**src/rtl/ex_mem.sv**
```systemverilog
// EX->MEM pipeline register with a two-entry skid buffer (main + skid).
// Optional stall counter enabled by defining EX_MEM_PERF_EN.
module ex_mem (
  input  logic        clk,
  input  logic        rst,
  input  logic        flush_i,
  input  logic        ex_valid_i,
  output logic        ex_ready_o,
  input  logic [4:0]  ex_wd_i,
  input  logic        ex_wreg_i,
  input  logic [31:0] ex_wdata_i,
  input  logic [3:0]  ex_memop_i,
  input  logic [31:0] ex_maddr_i,
  input  logic [31:0] ex_sdata_i,
  output logic        mem_valid_o,
  input  logic        mem_ready_i,
  output logic [4:0]  mem_wd_o,
  output logic        mem_wreg_o,
  output logic [31:0] mem_wdata_o,
  output logic [3:0]  mem_memop_o,
  output logic [31:0] mem_maddr_o,
  output logic [31:0] mem_sdata_o
`ifdef EX_MEM_PERF_EN
  ,
  output logic [31:0] stall_cnt_o
`endif
);

  typedef struct packed {
    logic [4:0]  wd;
    logic        wreg;
    logic [31:0] wdata;
    logic [3:0]  memop;
    logic [31:0] maddr;
    logic [31:0] sdata;
  } payload_t;

  typedef enum logic [1:0] {EMPTY, ONE, FULL} state_t;

  state_t   state_q, state_d;
  payload_t main_q, main_d;
  payload_t skid_q, skid_d;
  payload_t in_p, out_p;
  logic     push, pop;

  assign in_p = '{wd: ex_wd_i, wreg: ex_wreg_i, wdata: ex_wdata_i,
                  memop: ex_memop_i, maddr: ex_maddr_i, sdata: ex_sdata_i};

  // Handshake signals come from the state register only, so neither
  // mem_ready_i nor flush_i reaches ex_ready_o combinationally.
  assign ex_ready_o  = (state_q != FULL);
  assign mem_valid_o = (state_q != EMPTY);
  assign push        = ex_valid_i & ex_ready_o;
  assign pop         = mem_valid_o & mem_ready_i;

  always_comb begin
    state_d = state_q;
    main_d  = main_q;
    skid_d  = skid_q;
    if (flush_i) begin
      state_d = EMPTY;
    end else begin
      case (state_q)
        EMPTY: if (push) begin
          main_d  = in_p;
          state_d = ONE;
        end
        ONE: begin
          if (push && pop) begin
            main_d = in_p;
          end else if (push) begin
            skid_d  = in_p;
            state_d = FULL;
          end else if (pop) begin
            state_d = EMPTY;
          end
        end
        FULL: if (pop) begin
          main_d  = skid_q;
          state_d = ONE;
        end
        default: state_d = EMPTY;
      endcase
    end
  end

  always_ff @(posedge clk or negedge rst) begin
    if (!rst) begin
      state_q <= EMPTY;
      main_q  <= '0;
      skid_q  <= '0;
    end else begin
      state_q <= state_d;
      main_q  <= main_d;
      skid_q  <= skid_d;
    end
  end

  // Payload is zeroed whenever nothing is presented downstream.
  assign out_p       = mem_valid_o ? main_q : '0;
  assign mem_wd_o    = out_p.wd;
  assign mem_wreg_o  = out_p.wreg;
  assign mem_wdata_o = out_p.wdata;
  assign mem_memop_o = out_p.memop;
  assign mem_maddr_o = out_p.maddr;
  assign mem_sdata_o = out_p.sdata;

`ifdef EX_MEM_PERF_EN
  logic [31:0] stall_cnt_q, stall_cnt_d;

  // Free-running, wraps naturally; flush does not touch it.
  always_comb begin
    stall_cnt_d = stall_cnt_q;
    if (mem_valid_o && !mem_ready_i) stall_cnt_d = stall_cnt_q + 32'd1;
  end

  always_ff @(posedge clk or negedge rst) begin
    if (!rst) stall_cnt_q <= '0;
    else      stall_cnt_q <= stall_cnt_d;
  end

  assign stall_cnt_o = stall_cnt_q;
`endif

endmodule

```
**config.mk**
```make
export PLATFORM = sky130hd
export DESIGN_NAME = ex_mem
export DESIGN_NICKNAME = d
export VERILOG_FILES = /design/src/rtl/ex_mem.sv
export SDC_FILE = /design/constraint.sdc
export NUM_CORES = 1
export LEC_CHECK = 0
export ABC_AREA = 1
export ABC_CLOCK_PERIOD_IN_PS = 2600
export BUFFER_PORTS_ARGS = -buffer_cell sky130_fd_sc_hd__buf_2
export CAP_MARGIN = 20
export CELL_PAD_IN_SITES_DETAIL_PLACEMENT = 0
export CELL_PAD_IN_SITES_GLOBAL_PLACEMENT = 2
export CORE_MARGIN = 8
export CORE_UTILIZATION = 33
export CTS_CLUSTER_SIZE = 14
export DETAILED_ROUTE_END_ITERATION = 10
export GPL_TIMING_DRIVEN = 0
export HOLD_SLACK_MARGIN = 0.03
export PLACE_DENSITY_LB_ADDON = 0.1
export SYNTH_ARGS = -nofsm -noshare
export SYNTH_HDL_FRONTEND = slang
export SYNTH_SLANG_ARGS = --single-unit
```
**constraint.sdc**
```tcl
create_clock -name clk -period 2.6 [get_ports clk]
set_clock_uncertainty 0.05 [all_clocks]
set_input_delay 0.26 -clock clk [delete_from_list [all_inputs] [get_ports clk]]
set_output_delay 0.26 -clock clk [all_outputs]
set_load 0.01 [all_outputs]
```
==> summary.md <==
| Metric | Value |
|---|---|
| Outcome | `finished, final reports clean` |
| Highest ir drop seen on vdd | `0.000476 V` |
| Highest routed layer | `met5` |
| DIE HEIGHT | `194 µm` |
| Worst-case setup slack after placement | `-0.106 ns` |
| List of cells traversed by the critical path | `nor2_4 > buf_4 > clkbuf_1 > nor2_1 > buf_2` |
| Std cell rows | `65` |
| Total power density per cell area | `794 nW/µm²` |
| Post-layout minimum cycle time | `2.45 ns` |
| Synth warn | `0` |
| Final hold slack | `0.0625 ns` |
| Starting density of the core | `0.333` |
| Initial DRT Pass Iterations | `5` |
| Routed via count divided by cell count | `4.46` |
| Type of the worst setup path | `flop to output pin` |
| Total die area | `37600 µm²` |
| Iteration-0 DRC Markers | `530` |
| Required time of the critical path | `2.29 ns` |
| Max-cap violation count | `0` |
| Final period util | `0.944` |
| Maximum frequency from static timing analysis | `407 MHz` |
| Element type at the critical path start | `flop` |
| WP data arrival | `2.14 ns` |
| Final-stage net count | `1888` |
| Worst Hold Class | `primary input to flop` |
| Largest net degree at the start of global routing | `109` |
| Detail Placement HPWL | `23800 µm` |
| Global-route wire length before repair | `56200 µm` |
| Initial antenna violation count | `2` |
| Skew-Pair Late Insertion Delay | `0.52 ns` |
| Met1 Routed Length | `16700 µm` |
| Flops & latches, synth | `214` |
| Die span in x | `194 µm` |
| Total detailed-routing wirelength | `34200 µm` |
| R2R Path End | `main_q[40]` |
| Kind of capture point of the worst setup path | `output pin` |
| Slew of the pin with the lowest slew margin | `0.901 ns` |
| WL met2 | `15300 µm` |
| FF-to-FF Start | `state_q[0]` |
| Filler cell count | `3327` |
| Worst hold path cell count | `6` |
| Number of H-tree levels | `1` |
| Final ANT Viol Nets | `0` |
| Slack of the worst reg-to-reg path | `0.19 ns` |
| CTS tree | `yes` |
| DRC violations left | `0` |
| Mapped cell area | `10500 µm²` |
| Slew Limit Headroom | `0.400` |
| WL met3 | `1620 µm` |
| Final-report setup violation count | `0` |
| Total count of hold-check failures in the final report | `0` |
| Hold path startpoint | `ex_valid_i` |
| CTS Buffer Depth | `3` |
| Number of clock sinks | `214` |
| Register clock-pin slew on the reported worst setup and hold paths | `0.06 ns` |
| Final-report max-slew violation count | `0` |
| RSZ-0062 raised after global routing | `false` |
| Total congestion overflow | `0` |
| Number of unique standard cell types used by synthesis | `18` |
| Area taken by flip-flops and latches | `5360 µm²` |
| Placer's final routability congestion estimate | `0.768` |
| Slowest stage cell on the critical path | `sky130_fd_sc_hd__clkbuf_1` |
| Clock root buffer | `sky130_fd_sc_hd__clkbuf_16` |
| Critical path peak fanout | `10` |
| Instance count of the mapped netlist | `1420` |
| Layout cells sized above 1 | `0.172` |
| Number of buffers created by CTS | `26` |
| Overall track demand over capacity in global routing | `0.183` |
| Total Power Consumption | `0.0111 W` |
| Leakage power summed over all cells | `7.59 nW` |
| Area growth syn-to-layout | `33.9%` |
| Avg Synthesized Cell Area | `7.36 µm²` |
| Post-synth top area share | `0.512` |
| Leading cell type in the layout, fill and taps excluded | `sky130_fd_sc_hd__nand2_1` |
| Least setup slack across all paths after layout | `0.146 ns` |
| Number of buffers added on ports | `218` |
| Core ar. | `31400 µm²` |
| Dominant cell type by area after synthesis | `sky130_fd_sc_hd__dfrtp_1` |
| Depth of the most critical reg-to-reg path | `9` |
| Vias after detailed routing | `9793` |
| Leading cell types in the layout, fill and taps excluded | `511 x sky130_fd_sc_hd__nand2_1, 237 x sky130_fd_sc_hd__buf_2, 214 x sky130_fd_sc_hd__dfrtp_1` |
| Net count of the mapped netlist | `1531` |
| Worst Hold End | `state_q[0]` |
| Largest incremental delay on the critical path | `0.48 ns` |
| IO Pins | `219` |
| Fraction of the yosys area taken by sequential cells | `0.512` |
| Vias in the first global route | `10188` |
| Post-DR wirelength/cell | `15.6 µm` |
| Main area contributors after synthesis | `sky130_fd_sc_hd__dfrtp_1 51%, sky130_fd_sc_hd__nand2_1 18%, sky130_fd_sc_hd__o21ai_0 9.5%` |
| Area occupied by multi-input gates | `3890 µm²` |
## worst max-delay path, delay by kind of cell (launching register included)
family | cells | cell delay, ns
buffers and inverters | 3 | 0.87
flip-flops | 1 | 0.45
AND/OR/NAND/NOR | 2 | 0.30
## through the flow
step,cells,setup TNS [ns],area [µm²],util
2_1_floorplan,1420,0,10500,-
5_1_grt,2195,0,14000,0.446
3_3_place_gp,2040,-626.22,12000,0.384
3_5_place_dp,2041,-0.398,12100,0.385
4_1_cts,2194,0,14000,0.446
6_report,2195,0,14000,0.446
## flip-flops by register name (all words and copies together), names as in the netlist
signal / flops
skid_q: 106
state_q: 2
main_q: 106
## power breakdown
part	switching [W]	internal [W]
combinational	0.00167	0.00107
clock	0.00139	0.00208
sequential	0.000519	0.00439
total	0.00358	0.00753
## final cells by class
| class | instances | area share |
|---|---|---|
| timing repair buffer | 329 | 0.159 |
| clock inverter | 2 | 0.000715 |
| multi-input combinational | 923 | 0.278 |
| buffer | 91 | 0.0348 |
| clock buffer | 41 | 0.0571 |
| tap | 402 | 0.0359 |
| sequential | 214 | 0.383 |
| antenna | 1 | 0.000179 |
| inverter | 192 | 0.0515 |
## cell usage after synthesis
library cell and n:
sky130_fd_sc_hd__o21ai_1 68, sky130_fd_sc_hd__nand2_2 4, sky130_fd_sc_hd__nand2_1 511, sky130_fd_sc_hd__o21ai_4 1, sky130_fd_sc_hd__nor3_4 1, sky130_fd_sc_hd__dfrtp_1 214, sky130_fd_sc_hd__o211ai_1 1, sky130_fd_sc_hd__nor2_4 2
sky130_fd_sc_hd__a21oi_1 2, sky130_fd_sc_hd__buf_4 11, sky130_fd_sc_hd__inv_1 192, sky130_fd_sc_hd__nor2_1 107, sky130_fd_sc_hd__o31ai_1 1, sky130_fd_sc_hd__buf_2 20, sky130_fd_sc_hd__o21ai_0 199, sky130_fd_sc_hd__nand3_1 26
sky130_fd_sc_hd__buf_6 10, sky130_fd_sc_hd__clkbuf_1 50
## routing by layer
metal,vias up,global-route usage
met4,2,0.0365
met3,41,0.0338
met2,223,0.294
met1,4486,0.254
li1,5041,-
met5,-,0
## worst max-delay path by stage
stage | from | to | slack (ns) | cells past startpoint
finish | state_q[0] | mem_maddr_o[23] | 0.15 | 5
global route | state_q[0] | mem_maddr_o[24] | 0.005 | 5
CTS | state_q[0] | mem_maddr_o[24] | 0.10 | 5
detailed placement | state_q[1] | mem_wdata_o[6] | -0.11 | 5
global placement | rst | main_q[44] | -2.95 | 1
floorplan | state_q[1] | mem_memop_o[1] | 0.95 | 4
## what timing repair did
item | 4_1_cts | 5_1_grt
gates resized for setup | 2 | 2
hold buffers | 108 | 0
setup buffers | 2 | 0
hold endpoints to repair | 236 | 0
setup endpoints to repair | 48 | 5
cloned | 0 | 0
pin swaps | 1 | 0
## cells by family (layout without fill, tap and decap cells)
group / after synthesis / in the layout / synth area share
and+or+nand+nor: 651 / 651 / 0.241
DFF: 214 / 214 / 0.512
buffers and inverters: 283 / 655 / 0.115
AOI/OAI and AO/OA: 272 / 272 / 0.132
other: 0 / 1 / 0
No activity file was read; power rests on OpenSTA's default activity.
